[src/rtl/systolic_dot_engine.sv]
`default_nettype none
// systolic_dot_engine: N x N weight-stationary dot-product engine with a start/busy/done FSM
// that streams OUT_NUM activation windows column by column. Rev 1.0.
module systolic_dot_engine #(
  parameter int DATA_W  = 8,
  parameter int N       = 3,
  parameter int OUT_NUM = 4,
  parameter int ACC_W   = 8,
  localparam int AW = $clog2(N*N),
  localparam int IW = (OUT_NUM > 1) ? $clog2(OUT_NUM) : 1
) (
  input  logic                     clk,
  input  logic                     rst,
  input  logic                     start,
  input  logic                     w_we,
  input  logic [AW-1:0]            w_addr,
  input  logic [DATA_W-1:0]        w_data,
  input  logic                     act_valid,
  output logic                     act_ready,
  input  logic [N*DATA_W-1:0]      act_in,
  output logic [OUT_NUM*ACC_W-1:0] res_flat,
  output logic                     res_valid,
  output logic [IW-1:0]            res_idx,
  output logic                     busy,
  output logic                     done
);

  localparam int BW = $clog2(N);
  localparam int PW = 2*DATA_W + ACC_W;

  typedef enum logic [1:0] {
    S_IDLE   = 2'd0,
    S_STREAM = 2'd1,
    S_DRAIN  = 2'd2,
    S_DONE   = 2'd3
  } state_t;

  state_t            state_q;
  logic [BW-1:0]     beat_q;
  logic [IW-1:0]     win_q;
  logic              act_ready_q;
  logic              busy_q;
  logic              done_q;

  logic [DATA_W-1:0] w_q [N][N];

  logic [ACC_W-1:0]  prod_d [N];
  logic [ACC_W-1:0]  p_q [N];
  logic              s1_v_q;
  logic              s1_first_q;
  logic              s1_last_q;
  logic [IW-1:0]     s1_idx_q;

  logic [ACC_W-1:0]  colsum_d;
  logic [ACC_W-1:0]  acc_d;
  logic [ACC_W-1:0]  acc_q;

  logic              dl_v_q   [N];
  logic [IW-1:0]     dl_idx_q [N];
  logic [ACC_W-1:0]  dl_sum_q [N];

  logic              res_valid_q;
  logic [IW-1:0]     res_idx_q;
  logic [ACC_W-1:0]  res_q [OUT_NUM];

  logic              accept;
  logic              beat_last;
  logic              win_last;

  assign accept    = act_valid & act_ready_q;
  assign beat_last = (beat_q == BW'(N-1));
  assign win_last  = (win_q == IW'(OUT_NUM-1));

  always_ff @(posedge clk or negedge rst) begin
    if (!rst) begin
      state_q     <= S_IDLE;
      beat_q      <= '0;
      win_q       <= '0;
      act_ready_q <= 1'b0;
      busy_q      <= 1'b0;
      done_q      <= 1'b0;
    end else begin
      case (state_q)
        S_IDLE: begin
          if (start) begin
            state_q     <= S_STREAM;
            beat_q      <= '0;
            win_q       <= '0;
            act_ready_q <= 1'b1;
            busy_q      <= 1'b1;
          end
        end
        S_STREAM: begin
          if (accept) begin
            if (beat_last) begin
              beat_q <= '0;
              if (win_last) begin
                state_q     <= S_DRAIN;
                act_ready_q <= 1'b0;
              end else begin
                win_q <= win_q + 1'b1;
              end
            end else begin
              beat_q <= beat_q + 1'b1;
            end
          end
        end
        S_DRAIN: begin
          // The last window's result register was written on the previous edge.
          if (res_valid_q && (res_idx_q == IW'(OUT_NUM-1))) begin
            state_q <= S_DONE;
            busy_q  <= 1'b0;
            done_q  <= 1'b1;
          end
        end
        S_DONE: begin
          state_q <= S_IDLE;
          done_q  <= 1'b0;
        end
        default: state_q <= S_IDLE;
      endcase
    end
  end

  always_ff @(posedge clk or negedge rst) begin
    if (!rst) begin
      for (int r = 0; r < N; r++)
        for (int c = 0; c < N; c++)
          w_q[r][c] <= '0;
    end else if ((state_q == S_IDLE) && w_we) begin
      for (int r = 0; r < N; r++)
        for (int c = 0; c < N; c++)
          if (w_addr == AW'(r*N + c))
            w_q[r][c] <= w_data;
    end
  end

  always_comb begin
    for (int r = 0; r < N; r++)
      prod_d[r] = ACC_W'(PW'(act_in[r*DATA_W +: DATA_W]) * PW'(w_q[r][beat_q]));
  end

  always_comb begin
    colsum_d = '0;
    for (int r = 0; r < N; r++)
      colsum_d = colsum_d + p_q[r];
    acc_d = s1_first_q ? colsum_d : (acc_q + colsum_d);
  end

  // Fixed-length delay line: a window's total leaves it N+1 edges after its last beat.
  always_ff @(posedge clk or negedge rst) begin
    if (!rst) begin
      for (int r = 0; r < N; r++)
        p_q[r] <= '0;
      s1_v_q      <= 1'b0;
      s1_first_q  <= 1'b0;
      s1_last_q   <= 1'b0;
      s1_idx_q    <= '0;
      acc_q       <= '0;
      for (int j = 0; j < N; j++) begin
        dl_v_q[j]   <= 1'b0;
        dl_idx_q[j] <= '0;
        dl_sum_q[j] <= '0;
      end
      res_valid_q <= 1'b0;
      res_idx_q   <= '0;
      for (int k = 0; k < OUT_NUM; k++)
        res_q[k] <= '0;
    end else begin
      s1_v_q <= accept;
      if (accept) begin
        for (int r = 0; r < N; r++)
          p_q[r] <= prod_d[r];
        s1_first_q <= (beat_q == '0);
        s1_last_q  <= beat_last;
        s1_idx_q   <= win_q;
      end
      if (s1_v_q)
        acc_q <= acc_d;

      dl_v_q[0]   <= s1_v_q & s1_last_q;
      dl_idx_q[0] <= s1_idx_q;
      dl_sum_q[0] <= acc_d;
      for (int j = 1; j < N; j++) begin
        dl_v_q[j]   <= dl_v_q[j-1];
        dl_idx_q[j] <= dl_idx_q[j-1];
        dl_sum_q[j] <= dl_sum_q[j-1];
      end

      res_valid_q <= dl_v_q[N-1];
      res_idx_q   <= dl_idx_q[N-1];
      if (dl_v_q[N-1])
        res_q[dl_idx_q[N-1]] <= dl_sum_q[N-1];
    end
  end

  always_comb begin
    res_flat = '0;
    for (int k = 0; k < OUT_NUM; k++)
      res_flat[k*ACC_W +: ACC_W] = res_q[k];
  end

  assign act_ready = act_ready_q;
  assign busy      = busy_q;
  assign done      = done_q;
  assign res_valid = res_valid_q;
  assign res_idx   = res_idx_q;

endmodule
`default_nettype wire

[config.mk]
export PLATFORM = sky130hd
export DESIGN_NAME = systolic_dot_engine
export DESIGN_NICKNAME = d
export VERILOG_FILES = /design/src/rtl/systolic_dot_engine.sv
export SDC_FILE = /design/constraint.sdc
export NUM_CORES = 1
export LEC_CHECK = 0
export CAP_MARGIN = 20
export CORE_MARGIN = 2
export CORE_UTILIZATION = 38
export DETAILED_ROUTE_END_ITERATION = 8
export GPL_TIMING_DRIVEN = 0
export PLACE_DENSITY = 0.58
export SETUP_SLACK_MARGIN = 0.4
export SKIP_CTS_REPAIR_TIMING = 1
export SLEW_MARGIN = 20
export SYNTH_ARGS = -nofsm -noshare
export SYNTH_HDL_FRONTEND = slang
export SYNTH_SLANG_ARGS = --single-unit
[constraint.sdc]
create_clock -name clk -period 4.8 [get_ports clk]
set_input_delay 0.48 -clock clk [delete_from_list [all_inputs] [get_ports clk]]
set_output_delay 0.48 -clock clk [all_outputs]
set_load 0.05 [all_outputs]
# == Word level (Yosys, flattened, before mapping) ==
# Index checks and enable logic that the tools add are counted.
# totals
regBits,186
input_bits,41
out_inout_bits,38
elab_cells,133
# op_classes
n_addsub,5
multipliers,3
n_lt_le_gt_ge,3
eq_ne,20
mux,36
n_bitwise,4
reduce_logical,24
# op_table
operator,count
2-to-1 mux 8 bit,8
binary-select mux 8 bit (select 2 bit),3
bitwise mux 32 bit,1
adder 8 bit,3
multiplier 8 x 8 -> 8 bit,3
2-to-1 mux 2 bit,11
AND reduction 2 bit,10
demux 8 bit (select 2 bit),1
"equality test 4 x 3 -> 1 bit, second input constant",4
AND reduction 5 bit,3
"inequality test 2 bit, second input constant",6
"equality test 2 bit, second input constant",5
"equality test 4 x 2 -> 1 bit, second input constant",2
one-hot mux 2 bit (2 select lines),2
one-hot mux 2 bit (4 select lines),1
"greater-or-equal comparator 3 bit, second input constant",2
2-to-1 mux 1 bit,6
inverter 2 -> 3 bit,2
one-hot mux 1 bit (2 select lines),3
AND reduction 3 bit,2
nonzero test 2 bit,3
"adder 2 x 1 -> 2 bit, second input constant",2
"equality test 4 x 1 -> 1 bit, second input constant",1
"equality test 4 bit, second input constant",1
other kinds (6),10

# == Depth between registers and ports, before layout ==
# Gate-level depths: netlist (run 1).
# logic_depth
ltp_word,6
mapped_depth,20
depth_no_buf,18

# == Worst setup path after synthesis (run 1) ==
# OpenSTA, ideal clock, no wires.
# synth_path
path_type,reg-to-reg
from,reg beat_q[0]
to,reg p_q[7] in the netlist's numbering
setup_ps,132
arrival_time_ps,4303
t_required_ps,4668
setup_slack_ps,365
path_stages_with_launch,19
n_path_buf,2
period_less_slack_ps,4435
cell_sequence,dfrtp_1 nor2b_1 buf_2 buf_2 o2bb2ai_1 nand2_1 fa_1 fa_1 inv_1 fa_1 inv_1 fa_1 xnor2_1 xnor2_1 xnor2_1 xnor2_1 xnor3_1 xnor2_1 o21ai_1
# synth_via
elab_chain_cells,5
# synth_lines
element,line_no,rtl
start: declaration,39,logic [BW-1:0] beat_q;
start signal: assignment,104,beat_q <= beat_q + 1'b1;
inverter 2 -> 3 bit (implied by the code),140,prod_d[r] = ACC_W'(PW'(act_in[r*DATA_W +: DATA_W]) * PW'(w_q[r][beat_q]));
binary-select mux 8 bit (select 2 bit),140,
2-to-1 mux 8 bit (implied by the code) (2 in a row),140,
multiplier 8 x 8 -> 8 bit,140,
end signal: indexed assignment,173,p_q[r] <= prod_d[r];
end: declaration,48,logic [ACC_W-1:0] p_q [N];
# No other way between the ends. The select of a mux whose other input is x is not followed.
# A chain may end at the register's enable or synchronous reset.

# == Worst setup path in the final report (run 1) ==
# Ends and elaborated chain as after synthesis.

==> flow_metrics.env, run 1 <==
export IMPL_fin_util=0.466
export IMPL_final_layout_size_suffix_gt1_frac=0.194
export IMPL_post_place_ws_ps=-425
export IMPL_path_class="reg -> reg"
export IMPL_hpwl_um=16500
export IMPL_worstPathRequired_ps=5100
export IMPL_synth_xor_area_frac=0.0528
export IMPL_grt_start_max_net_pins=96
export IMPL_maxCapViolations=0
export IMPL_vias_per_cell=4.76
export IMPL_drtIter0Drc=265
export IMPL_peakVddDrop_mv=0.366
export IMPL_critPathArrivalTime_ps=5040
export IMPL_num_vias=6743
export IMPL_first_pass_iters=4
export IMPL_rows=61
export IMPL_netlist_instances=921
export IMPL_cp_max_fo=11
export IMPL_relSlewSlack=0.469
export IMPL_die_w_um=172
export IMPL_ys_top_cells_by_count="186 x dfrtp_1, 119 x nand2_1, 112 x mux2_2, 77 x inv_1, 68 x ha_1"
export IMPL_p_leak_uw=0.00618
export IMPL_antenna_found_initial=0
export IMPL_cp_cell_sequence="buf_12 > buf_12 > mux2i_2 > o2bb2ai_4 > nand2_1 > fa_1 > fa_1 > inv_1 > fa_1 > inv_1 > fa_1 > xnor2_1 > xnor2_1 > xnor2_1 > xnor2_1 > xnor3_1 > xnor2_2 > o21ai_1"
export IMPL_fmax_mhz=211
export IMPL_async_flop_share=1.00
export IMPL_route_detailed_drc=0
export IMPL_fin_ws_ps=62.0
export IMPL_synthAdderAreaFrac=0.164
export IMPL_die_h_um=172
export IMPL_grt_first_pass_wirelength_um=37400
export IMPL_ys_ff_latch=186
export IMPL_htreeDepth=4
export IMPL_p_per_area_nw_per_um2=713
export IMPL_fin_crit_sh=0.987
export IMPL_ys_warn_count=0
export IMPL_ant_nets=0
export IMPL_outcome="completed"
export IMPL_synth_top_area_frac=0.435
export IMPL_grt_overflow_total=0
export IMPL_slowest_stage="fa_1"
export IMPL_synth_compound_area_frac=0.0563
export IMPL_synth_area_leader_cell="dfrtp_1"
export IMPL_die_area_um2=29500
export IMPL_drv_slew=0
export IMPL_nets=1181
export IMPL_synth_net_count=1075
export IMPL_synthFlopType="dfrtp_1"
export IMPL_numCtsBuffers=17
export IMPL_endpoint_kind="flip-flop"
export IMPL_avgSynthCellArea_um2=11.6
export IMPL_finalCriticalPeriod_ps=4740
export IMPL_routedWlPerCell_um=16.0
export IMPL_grt_util_met1=0.215
export IMPL_synth_cell_types=46
export IMPL_synth_most_common_cell="dfrtp_1"
export IMPL_start_kind="flip-flop"
export IMPL_core_um2=27700
export IMPL_synth_area_leaders="dfrtp_1 44%, mux2_2 12%, fa_1 8.4%"
export IMPL_portBuffers=78
export IMPL_finalClockSkew_ps=12.6
export IMPL_synth_edf_count=0
export IMPL_routed_wirelength_um=22700
export IMPL_grt_busiest_layer="met2"
export IMPL_start_util=0.386
export IMPL_netlist_area_um2=10700
export IMPL_final_hold_viol_count=0
export IMPL_track_usage=0.165
export IMPL_critPathMaxStageDelay_ps=540
export IMPL_synth_simple_area_share=0.111
export IMPL_cts_tree="done"
export IMPL_rsz0062_at_grt="true"
export IMPL_grt_pass1_vias=7058
export IMPL_synth_top_family_by_area="adder cells"
export IMPL_setup_violations=0
export IMPL_cts_sinks=186
export IMPL_clock_tree_buffer_depth=2
export IMPL_diodes=0
export IMPL_tightest_slew_ps=793
export IMPL_globalRouteMet3Util=0.0244
export IMPL_synth_seq_area_share=0.435
export IMPL_ioPinCount=79
export IMPL_insertion_delay_ps=440
export IMPL_finalHoldWorstSlack_ps=344
export IMPL_areaGrowthSynthToFinish_pct=20.9
export IMPL_cts_root_buf="clkbuf_16"
export IMPL_synthMuxAreaShare=0.143
export IMPL_min_path_type="reg -> reg"
export IMPL_place_congestion=0.814
export IMPL_gr_usage_met2=0.284
export IMPL_clk_pin_slew_ps=70
## logic make-up (layout without fill, tap and decap cells)
group,after synthesis,after routing
AOI/OAI and AO/OA,87,87
and+or+nand+nor,242,242
xor gates and xnor gates,58,58
buffers and inverters,96,215
muxes,139,139
adders and majority gates,113,113
DFF,186,186
## area by class of cell
type,count,area [um^2]
Tap cell,378,473
Multi-Input combinational cell,639,5840
Sequential cell,186,4660
Clock inverter,15,176
Timing Repair Buffer,87,913
Buffer,19,155
Inverter,77,289
Fill cell,2590,14800
Clock buffer,17,425
## critical path: cells and delay by family (launching register included)
| family | cells | cell delay [ps] |
|---|---|---|
| xor+xnor | 6 | 1300 |
| flops | 1 | 450 |
| compound gates | 2 | 300 |
| mux | 1 | 160 |
| fa+ha+maj | 4 | 1870 |
| simple gates | 1 | 110 |
| buf+inv | 4 | 420 |
## report_power, final
group | total [uW] | switching [uW] | internal (uW)
logic | 5250 | 2790 | 2460
clock network | 1430 | 684 | 748
registers | 2530 | 349 | 2180
total | 9210 | 3820 | 5390
## layout by cell type, fill, tap and decap left out, drive strengths merged, types with 2 or more instances in the layout
| cell | instances |
|---|---|
| inv | 85 |
| fa | 45 |
| xnor2 | 39 |
| nor3 | 2 |
| nor3b | 4 |
| mux2 | 112 |
| o21ai | 32 |
| clkinvlp | 2 |
| o2bb2ai | 12 |
| xor2 | 16 |
| dfrtp | 186 |
| clkdlybuf4s50 | 77 |
| and2 | 62 |
| ha | 68 |
| xnor3 | 3 |
| a21o | 12 |
| clkbuf | 28 |
| nand2 | 119 |
| nor2b | 3 |
| a21oi | 16 |
| nand3b | 13 |
| nand3 | 9 |
| clkinv | 4 |
| nor4 | 2 |
| nand4 | 2 |
| buf | 17 |
| mux2i | 27 |
| nor2 | 23 |
| a22o | 7 |
## registers in the layout, indices dropped and copies added, names as in the netlist
name        cells
acc_q           8
act_ready       1
beat_q          2
busy            1
dl_idx_q        6
dl_sum_q       24
dl_v_q          3
done            1
p_q            24
res_flat       32
res_idx         2
res_valid       1
s1_first_q      1
s1_idx_q        2
s1_last_q       1
s1_v_q          1
state_q         2
w_q            72
win_q           2
## per-stage QoR
step	setup TNS [ps]	total power (uW)	cells	instance area, um^2
finish	0	9210	1418	12900
global route	-205	10100	1418	12900
CTS	-778	9020	1411	12600
detailed placement	-682	7550	1379	12000
global placement	-862310	7460	1377	11900
floorplan	0	6250	921	10700
## metal layers
| metal | wire length, um | vias up |
|---|---|---|
| met5 | 0 | - |
| li1 | - | 3287 |
| met1 | 10600 | 3339 |
| met2 | 11200 | 99 |
| met4 | 289 | 0 |
| met3 | 610 | 18 |
## worst paths after layout
path	end	cells past startpoint	slack [ps]	startpoint
max	p_q[7]	18	60	beat_q[0]
min	dl_sum_q[0]	0	340	dl_sum_q[8]
max reg2reg	p_q[7]	18	60	beat_q[0]
min reg2reg	dl_sum_q[0]	0	340	dl_sum_q[8]
max in group asynchronous	w_q[9]	4	3280	rst
min in group asynchronous	res_flat[8]	2	510	rst
Note: power is estimated with default switching activity, not from simulation.
==> run 2, diff against run 1 <==
CORE_UTILIZATION = 47   (was 38)
PLACE_DENSITY = default   (was 0.58)
PLACE_DENSITY_LB_ADDON = 0.08   (was default)
==> flow_metrics.env, run 2 (synthesized netlist as in run 1, its figures left out) <==
export IMPL_areaGrowthSynthToFinish_pct=22.0
export IMPL_switching_share=0.416
export IMPL_dp_cells=1285
export IMPL_p_int_uw=5540
export IMPL_top_layer="met4"
export IMPL_vias_per_cell=5.14
export IMPL_start_util=0.475
export IMPL_core_um2=22500
export IMPL_nets=1188
export IMPL_p_leak_uw=0.00620
export IMPL_p_sw_uw=3960
export IMPL_cpLargestDelayFamily="adder cells"
export IMPL_worstPathRequired_ps=5110
export IMPL_finalCriticalPeriod_ps=4700
export IMPL_place_area_um2=11900
export IMPL_grt_pass1_vias=6986
export IMPL_mostFrequentLayoutCells="185 x dfrtp_1, 113 x nand2_1, 112 x mux2_2, 77 x clkdlybuf4s50_1, 68 x inv_1"
export IMPL_peakVddDrop_mv=0.301
export IMPL_ioPinCount=79
export IMPL_setup_violations=0
export IMPL_final_hold_viol_count=0
export IMPL_cts_root_buf="clkbuf_16"
export IMPL_num_vias=6842
export IMPL_regMostFlops="w_q"
export IMPL_grt_overflow_total=0
export IMPL_route_detailed_drc=0
export IMPL_fillers=1913
export IMPL_critPathArrivalTime_ps=5010
export IMPL_numCtsBuffers=17
export IMPL_clk_pin_slew_ps=80
export IMPL_drtIter0Drc=280
export IMPL_wl_met2_um=11400
export IMPL_endpoint_kind="flip-flop"
export IMPL_clock_tree_buffer_depth=2
export IMPL_start_kind="flip-flop"
export IMPL_grt_start_max_net_pins=97
export IMPL_htreeDepth=4
export IMPL_portBuffers=78
export IMPL_ant_nets=0
export IMPL_crit_buf_inv=4
export IMPL_rsz0062_at_grt="true"
export IMPL_min_path_type="in -> async"
export IMPL_hpwl_um=16500
export IMPL_final_common_cell="dfrtp_1"
export IMPL_multi_input_area_um2=6020
export IMPL_die_h_um=155
export IMPL_largest_reg_flops=72
export IMPL_finalClockSkew_ps=9.14
export IMPL_finalHoldWorstSlack_ps=42.2
export IMPL_relSlewSlack=0.425
export IMPL_fin_crit_sh=0.979
export IMPL_p_seq_frac=0.268
export IMPL_wl_met1_um=10300
export IMPL_diodes=0
export IMPL_cp_cell_sequence="buf_12 > buf_12 > mux2i_4 > o2bb2ai_4 > and2_4 > fa_2 > fa_1 > ha_4 > inv_1 > fa_1 > inv_1 > ha_4 > a21o_1 > a21oi_2 > xor2_1 > xnor3_1 > xnor2_2 > o21ai_1"
export IMPL_pwr_share_clk=0.151
export IMPL_final_layout_size_suffix_gt1_frac=0.231
export IMPL_grt_first_pass_wirelength_um=37100
export IMPL_cts_sinks=186
export IMPL_insertion_delay_ps=440
export IMPL_fin_cells=1332
export IMPL_track_usage=0.200
export IMPL_rows=55
export IMPL_maxCapViolations=0
export IMPL_path_class="reg -> reg"
export IMPL_p_per_area_nw_per_um2=728
export IMPL_die_w_um=155
export IMPL_tightest_slew_ps=859
export IMPL_fmax_mhz=213
export IMPL_comb_power_share=0.581
export IMPL_drv_slew=0
export IMPL_cp_max_fo=7
export IMPL_fin_util=0.580
export IMPL_outcome="completed"
export IMPL_slowest_stage="fa_1"
export IMPL_finalInstanceArea_um2=13000
export IMPL_wl_met3_um=573
export IMPL_die_area_um2=24000
export IMPL_critPathMaxStageDelay_ps=540
export IMPL_routed_wirelength_um=22600
export IMPL_first_pass_iters=4
export IMPL_area_sequential_um2=4660
export IMPL_cts_tree="done"
export IMPL_place_congestion=0.785
export IMPL_routedWlPerCell_um=17.0
export IMPL_antenna_found_initial=0
[run 2: metal layers]
layer  vias to the layer above  global-route usage
li1                       3324                   -
met1                      3398               0.261
met2                       101               0.344
met3                        19              0.0336
met4                         0              0.0591
met5                         -                   0
[run 2: stage by stage]
stage / total power [uW] / setup TNS, ps / setup WS, ps
after floorplan: 6250 / 0 / 408
after global routing: 10400 / -66.0 / -36.2
after CTS: 9030 / -846 / -490
final: 9500 / 0 / 99.7
after detailed placement: 7530 / -710 / -443
after global placement: 7450 / -867800 / -4690
[run 2: worst paths after layout]
kind / startpoint / to / slack (ps) / depth (start not counted)
min in group clk: dl_idx_q[2] / dl_idx_q[0] / 340 / 0
worst max register to register: beat_q[0] / p_q[7] / 100 / 18
worst min-delay path: rst / res_flat[23] / 40 / 1
worst max-delay path: beat_q[0] / p_q[7] / 100 / 18
max in group asynchronous: rst / beat_q[0] / 3810 / 2
worst min register to register: dl_idx_q[2] / dl_idx_q[0] / 340 / 0
[run 2: area by class of cell]
type | count | share of cell area
Buffer | 19 | 0.0122
Inverter | 77 | 0.0222
Sequential cell | 186 | 0.357
Tap cell | 285 | 0.0273
Clock buffer | 18 | 0.0337
Clock inverter | 14 | 0.0137
Timing Repair Buffer | 94 | 0.0724
Multi-Input combinational cell | 639 | 0.461
[run 2: power groups by stage]
stage	Clock, uW	Combinational [uW]	Sequential, uW
final	1440	5520	2550
after global routing	1540	6190	2630
after CTS	1480	5030	2520
after detailed placement	0	4980	2550
after global placement	0	4920	2540
after floorplan	0	3520	2720
